`src/rtl/led_scan_ctrl.sv`:
```
// Row-scanning controller for a 32-row HUB-style LED panel: reads one row of
// RGB565 pixels from a frame buffer, shifts it out, latches it and shows it.
module led_scan_ctrl #(
  parameter int COL_NUM_LOG2 = 7,
  parameter int OE_CYCLES    = 256
) (
  input  logic                      clk,
  input  logic                      rst_n,
  input  logic                      scan_enable,
  output logic                      ram_rd_en,
  output logic [COL_NUM_LOG2+4:0]   ram_rd_addr,
  input  logic [15:0]               ram_rd_dat,
  output logic [2:0]                led_dat,
  output logic                      led_clk,
  output logic                      led_lat,
  output logic                      led_oe_n,
  output logic [4:0]                led_row,
  output logic                      frame_done,
  output logic [2:0]                state
);

  // state    | meaning
  // IDLE     | panel blanked, waiting for scan_enable
  // FETCH    | frame-buffer read strobe for the current column
  // SHIFT_LO | pixel data returns, captured into led_dat, led_clk low
  // SHIFT_HI | led_clk high, drivers shift the pixel in
  // LATCH    | one-cycle latch pulse, displayed row address updated
  // DISPLAY  | outputs enabled for OE_CYCLES cycles
  typedef enum logic [2:0] {
    IDLE     = 3'd0,
    FETCH    = 3'd1,
    SHIFT_LO = 3'd2,
    SHIFT_HI = 3'd3,
    LATCH    = 3'd4,
    DISPLAY  = 3'd5
  } state_t;

  localparam logic [COL_NUM_LOG2-1:0] COL_LAST = '1;
  localparam logic [COL_NUM_LOG2-1:0] COL_ONE  = COL_NUM_LOG2'(1);
  localparam logic [COL_NUM_LOG2-1:0] COL_ZERO = '0;
  localparam logic [15:0]             OE_LAST  = 16'(OE_CYCLES - 1);
  localparam logic [15:0]             OE_PRE   = 16'(OE_CYCLES - 2);

  logic [2:0]              state_r;
  logic [4:0]              row;
  logic [COL_NUM_LOG2-1:0] col;
  logic [15:0]             oe_cnt;
  logic [4:0]              row_inc;
  logic [COL_NUM_LOG2-1:0] col_inc;
  logic                    unused_dat;

  assign state      = state_r;
  assign row_inc    = row + 5'd1;
  assign col_inc    = col + COL_ONE;
  assign unused_dat = ^{ram_rd_dat[14:11], ram_rd_dat[9:5], ram_rd_dat[3:0]};

  // Outputs are loaded together with the next state so they line up with it.
  always_ff @(posedge clk) begin
    if (!rst_n) begin
      state_r     <= IDLE;
      row         <= '0;
      col         <= '0;
      oe_cnt      <= '0;
      ram_rd_en   <= 1'b0;
      ram_rd_addr <= '0;
      led_dat     <= '0;
      led_clk     <= 1'b0;
      led_lat     <= 1'b0;
      led_oe_n    <= 1'b1;
      led_row     <= '0;
      frame_done  <= 1'b0;
    end else begin
      ram_rd_en  <= 1'b0;
      led_lat    <= 1'b0;
      frame_done <= 1'b0;
      case (state_r)
        IDLE: begin
          led_oe_n <= 1'b1;
          led_clk  <= 1'b0;
          if (scan_enable) begin
            state_r     <= FETCH;
            col         <= '0;
            ram_rd_en   <= 1'b1;
            ram_rd_addr <= {row, COL_ZERO};
          end
        end
        FETCH: begin
          led_clk <= 1'b0;
          state_r <= SHIFT_LO;
        end
        SHIFT_LO: begin
          led_dat <= {ram_rd_dat[15], ram_rd_dat[10], ram_rd_dat[4]};
          led_clk <= 1'b1;
          state_r <= SHIFT_HI;
        end
        SHIFT_HI: begin
          led_clk <= 1'b0;
          if (col == COL_LAST) begin
            state_r <= LATCH;
            led_lat <= 1'b1;
            led_row <= row;
          end else begin
            col         <= col_inc;
            state_r     <= FETCH;
            ram_rd_en   <= 1'b1;
            ram_rd_addr <= {row, col_inc};
          end
        end
        LATCH: begin
          state_r  <= DISPLAY;
          oe_cnt   <= '0;
          led_oe_n <= 1'b0;
          if (OE_CYCLES == 1 && row == 5'd31) frame_done <= 1'b1;
        end
        DISPLAY: begin
          oe_cnt <= oe_cnt + 16'd1;
          // frame_done is set one cycle early so it coincides with the exit cycle
          if (oe_cnt == OE_PRE && row == 5'd31) frame_done <= 1'b1;
          if (oe_cnt == OE_LAST) begin
            row      <= row_inc;
            col      <= '0;
            led_oe_n <= 1'b1;
            if (scan_enable) begin
              state_r     <= FETCH;
              ram_rd_en   <= 1'b1;
              ram_rd_addr <= {row_inc, COL_ZERO};
            end else begin
              state_r <= IDLE;
            end
          end
        end
        default: begin
          state_r  <= IDLE;
          led_oe_n <= 1'b1;
          led_clk  <= 1'b0;
        end
      endcase
    end
  end

endmodule

```
`config.mk`:
```
export PLATFORM = sky130hd
export DESIGN_NAME = led_scan_ctrl
export DESIGN_NICKNAME = d
export VERILOG_FILES = /design/src/rtl/led_scan_ctrl.sv
export SDC_FILE = /design/constraint.sdc
export NUM_CORES = 1
export LEC_CHECK = 0
export CAP_MARGIN = 20
export CORE_MARGIN = 2
export CORE_UTILIZATION = 35
export CTS_CLUSTER_DIAMETER = 100
export CTS_CLUSTER_SIZE = 10
export DETAILED_ROUTE_END_ITERATION = 7
export MAX_ROUTING_LAYER = met4
export PLACE_DENSITY_LB_ADDON = 0.15
export SLEW_MARGIN = 10
export SYNTH_ARGS = -nofsm -noshare
export SYNTH_HDL_FRONTEND = slang
export SYNTH_SLANG_ARGS = --single-unit
export TNS_END_PERCENT = 10
```
`constraint.sdc`:
```
create_clock -name clk -period 2.1 [get_ports clk]
set_input_delay 0.21 -clock clk [delete_from_list [all_inputs] [get_ports clk]]
set_output_delay 0.21 -clock clk [all_outputs]
set_load 0.01 [all_outputs]
```
# Word level (Yosys, flattened, before mapping)
# Index checks and enable logic that the tools add are counted.
[totals]
inputBits = 19
wordCells = 67
out_inout_bits = 28
reg_bits = 56
[op_classes]
n_reduce_logical = 14
n_eq_ne = 13
muxes = 24
addsub = 3
n_bitwise = 1
[ops]
columns = ["op", "n"]
rows = [
  ["2-to-1 mux 12 bit", 4],
  ["one-hot mux 12 bit (3 select lines)", 1],
  ["equality test 16 x 8 -> 1 bit, second input constant", 2],
  ["one-hot mux 16 bit (2 select lines)", 1],
  ["2-to-1 mux 7 bit", 3],
  ["one-hot mux 7 bit (3 select lines)", 1],
  ["one-hot mux 3 bit (6 select lines)", 1],
  ["adder 16 x 1 -> 16 bit, second input constant", 1],
  ["AND reduction 2 bit", 6],
  ["2-to-1 mux 3 bit", 3],
  ["!= test 2 bit, second input constant", 4],
  ["adder 7 x 1 -> 7 bit, second input constant", 1],
  ["equality test 7 bit, second input constant", 1],
  ["2-to-1 mux 1 bit", 7],
  ["equality test 3 x 2 -> 1 bit, second input constant", 2],
  ["equality test 3 bit, second input constant", 2],
  ["one-hot mux 1 bit (3 select lines)", 2],
  ["adder 5 x 1 -> 5 bit, second input constant", 1],
  ["equality test 5 bit, second input constant", 1],
  ["AND reduction 5 bit", 1],
  ["AND reduction 4 bit", 1],
  ["equality test 3 x 1 -> 1 bit, second input constant", 1],
  ["logical NOT 3 bit", 1],
  ["nonzero test 3 bit", 1],
  ["6 further kinds", 6],
]

# Logic depth before layout (Yosys ltp)
[logic_depth]
word_depth = 4
depth_mapped = 8
depth_no_buf = 6

# Worst setup path before layout
# Ideal clock, no wire load.
[synth_path]
path_kind = "register to register"
from = "reg col[0]"
to = "reg col[1]"
slack_ns = 0.235
path_buffers = 2
required_ns = 1.983
arrival_ns = 1.748
setup_time_ns = 0.117
path_stages_with_launch = 9
period_less_slack_ns = 1.865
cell_sequence = "dfxtp_1 ha_1 and3_1 clkbuf_1 a21o_1 a22o_1 and2_4 buf_6 a22o_1"
[synth_between]
elab_chain_len = 3
word_cells_on_any_way = 6
cone_classes = "add/sub (1); eq/ne (2); mux (2); reduce/logical (1)"
[synth_rtl]
columns = ["element", "line", "text"]
rows = [
  ["from (decl)", "46", "logic [COL_NUM_LOG2-1:0] col;"],
  ["from (signal assigned)", "103", "col <= col_inc;"],
  ["adder 7 x 1 -> 7 bit / equality test 7 bit (equally long branches)", "54, 98", ""],
  ["2-to-1 mux 7 bit / != test 2 bit (equally long branches)", "-", ""],
  ["one-hot mux 7 bit (3 select lines) / AND reduction 4 bit (equally long branches)", "-", ""],
]
# Several ways; a longest one is shown, not always the timed one. The select of a mux whose other input is x is not followed.
# A chain may end at the register's enable or synchronous reset.

# Worst setup path in the final report
[layout_path]
from = "reg state_r[0], in the netlist state[0]"
to = "out state[0]"
[layout_lines]
columns = ["element", "line", "text"]
rows = [
  ["from (decl)", "44", "logic [2:0] state_r;"],
  ["from (signal assigned)", "60", "state_r <= IDLE;"],
  ["from (signal assigned)", "81", "state_r <= FETCH;"],
  ["from (signal assigned)", "89", "state_r <= SHIFT_LO;"],
  ["to (decl)", "19", "output logic [2:0] state"],
]
# No word-level cell between the ends.

==> summary.md <==
| Metric | Value |
|---|---|
| Outcome | complete, no violations |
| Starting density of the core | 0.3610 |
| Clk Latency, worst-skew pair | approximately 0.30 ns |
| Synth area leader | dfxtp_1 |
| Slew Viols, Final | 0 |
| Placed Area | 0.003133 mm^2 |
| Worst VDD drop | roughly 0.32 mV |
| Vias in the first global route | 2041 |
| I/O pins | 47 |
| Post-Syn Area | between 0.002 and 0.003 mm^2 |
| DR pass1 iterations | 4 |
| Setup TNS | 0 ns |
| Slowest cell on crit path | dfxtp_1 |
| Core Area | between 0.007 and 0.008 mm^2 |
| Routed WL | between 5000 and 6000 um |
| Placed instance count | 425 |
| H-tree depth | 2 |
| PD cells | 622.2 mW/mm^2 |
| Lkg Pwr | between 1 and 1.5 nW |
| Final worst clock skew | 0.006174 ns |
| Die W | approximately 91 um |
| Layout Cells excl Fill | around 430 |
| Placer congestion estimate | just under 0.8 |
| CP Class | reg2out |
| Drt first-iter violations | 107 |
| Max-cap violations | 0 |
| CTS resizes | 0 |
| Critical Path Fanout Max | 14 |
| Fin crit period | roughly 1.9 ns |
| Netlist cell types | 50 |
| Num Clock Sinks | 56 |
| WP data required | between 1.5 and 2 ns |
| Finished Cell Area | about 0.0032 mm^2 |
| Tcrit/Tclk final | 0.9237 |
| Antenna violations before repair | 0 |
| Synthesized instance count | slightly below 300 |
| IO buf count | 33 |
| WL per Instance | 13.28 um |
| Die Area | between 0.008 and 0.009 mm^2 |
| Die height | roughly 91 um |
| Worst-case clock buffer depth | 2 |
| Arrival time worst endpoint | roughly 1.7 ns |
| Synth-to-layout area growth | 23.22% |
| Top-area cell type share of the netlist area | 0.4281 |
| Final hold vios | 0 |
| Hold WC Path Type | reg2reg |
| HPWL Detailed | about 4100 um |
| Layout cells sized above 1 | 0.09281 |
| Endpoints failing setup | 0 |
| GRT Total Usage | 0.1524 |
| Syn Nets | approximately 320 |
| Mean Syn Cell Area | 8.999 um^2 |
| Final Util | 0.4449 |
| GRT Residual Overflow | 0 |
| # rows | 31 |
| Diode count | 0 |
| Largest net degree at the start of global routing | 23 |
| Asr flop ratio synth | 0 |
| Top-count cell post-synth | dfxtp_1 |
| Max Freq | around 520 MHz |
| Root buffer cell | clkbuf_8 |
| CTS Buf Count | 5 |
| Worst path bufs/invs | 2 |
| Worst setup SP type | register |
| Worst Setup End Kind | output port |
| Synth Warn # | 0 |
| Hold buffers post-CTS | 0 |
| # nets final | ~360 |
| Max incr delay on CP | ~0.59 ns |
| CP top delay family | buffers and inverters |
| Global-route wire length before repair | approximately 10000 um |
| Main area contributors after synthesis | dfxtp_1 43%, a21o_1 4.6%, nor2b_1 3.6% |
| Via/cell ratio | between 4 and 5 |
| Crit path cell chain | buf_4, clkdlybuf4s50_1 |
| Rel. slew slack | 0.6419 |
| Drc violations | 0 |
| Seq cells post-synth | 56 |
| Commonest cells in the netlist | 56 x dfxtp_1, 21 x nand2_1, 20 x nor2_1 |
| Antenna-violating nets left | 0 |
| Routed vias | ~2100 |
| CTS tree | done |
| Dominant synthesized flop cell | dfxtp_1 |
| Sequential share of the synthesized area | 0.4281 |
| RSZ-0062 raised after global routing | false |
| EDFF count, synth | 0 |
| Reg clk slew, reported paths | about 0.1 ns |
| Least-Margin Pin Slew | 0.5336 ns |
| Post-CTS Repair Setup Buffers | 0 |
## worst reg2reg max path: stages (launching register included)
cell	delay (ns)
dfxtp_1	0.35
ha_1	0.21
and3_1	0.26
nand4_2	0.21
a22o_1	0.30
and2_4	0.19
a22o_1	0.22
## where the power goes
group	internal, mW	switching [mW]	leakage [nW]	total, mW
logic	0.146	0.125	0.749	0.271
registers	1.09	0.0308	0.453	1.12
clock network	0.269	0.348	0.0445	0.618
## registers in the layout, indices dropped and copies added, names as in the netlist
name	count
frame_done	1
col	7
state	3
led_clk	1
led_lat	1
ram_rd_en	1
led_dat	3
oe_cnt	16
led_row	5
led_oe_n	1
ram_rd_addr	12
row	5
## through the flow
stage / power (mW) / setup slack (ns) / hold slack [ns]
after global placement: 1.417 / 0.08378 / 0.4354
after CTS: 2.038 / 0.1393 / 0.4625
after detailed placement: 1.417 / 0.09310 / 0.4402
final: 2.008 / 0.1603 / 0.4571
after floorplan: 1.301 / 0.2352 / 0.3795
after global routing: 2.106 / 0.05258 / 0.4872
## path summary, 6_finish.rpt
kind | start | endpoint | slack [ns] | depth (start not counted)
worst min-delay path | ram_rd_addr[10]$_SDFFE_PN0P_ | ram_rd_addr[10]$_SDFFE_PN0P_ | 0.46 | 2
worst min register to register | ram_rd_addr[10]$_SDFFE_PN0P_ | ram_rd_addr[10]$_SDFFE_PN0P_ | 0.46 | 2
worst max-delay path | state[0]$_SDFFE_PN0P_ | state[0] | 0.16 | 2
worst max register to register | oe_cnt[1]$_SDFFE_PN0P_ | col[1]$_SDFFE_PN0P_ | 0.26 | 6
## cell usage in the layout (no fill, tap or decap), drive strengths merged, types with 5 or more instances in the layout
cell	netlist	routed
dfxtp	56	56
clkdlybuf4s50	0	33
nand2	21	21
nor2	21	21
buf	3	17
nand3	16	16
a21o	16	16
nor2b	16	16
a21oi	13	13
o21ai	11	11
and2	10	10
xor2	9	9
mux2i	8	8
xnor2	8	8
nor3	7	7
clkbuf	12	7
and3	6	6
inv	6	6
ha	5	5
a21boi	5	5
## layer usage
metal  up-vias  global-route usage  wire (um)
met4         0             0.03846         49
li1       1103                   -          -
met3         5             0.02838        158
met1      1006              0.2091       3015
met5         -                   -          0
met2        33              0.2320       2529
## final cells by class
class                      instances  area, um^2
inverter                           6       22.52
sequential                        56        1121
timing repair buffer              50       457.9
multi-input combinational        214        1408
tap                               99       123.9
clock buffer                       7       86.33
clock inverter                     1       7.507
fill                             732        4026
## kinds of logic after synthesis
family	after synthesis	synth area share
flops	56	0.4281
fa+ha+maj	5	0.02389
xor+xnor	17	0.05686
mux	8	0.03058
buf+inv	21	0.03440
compound gates	62	0.1663
simple gates	122	0.2599
Power figures use the tool's default switching activity.
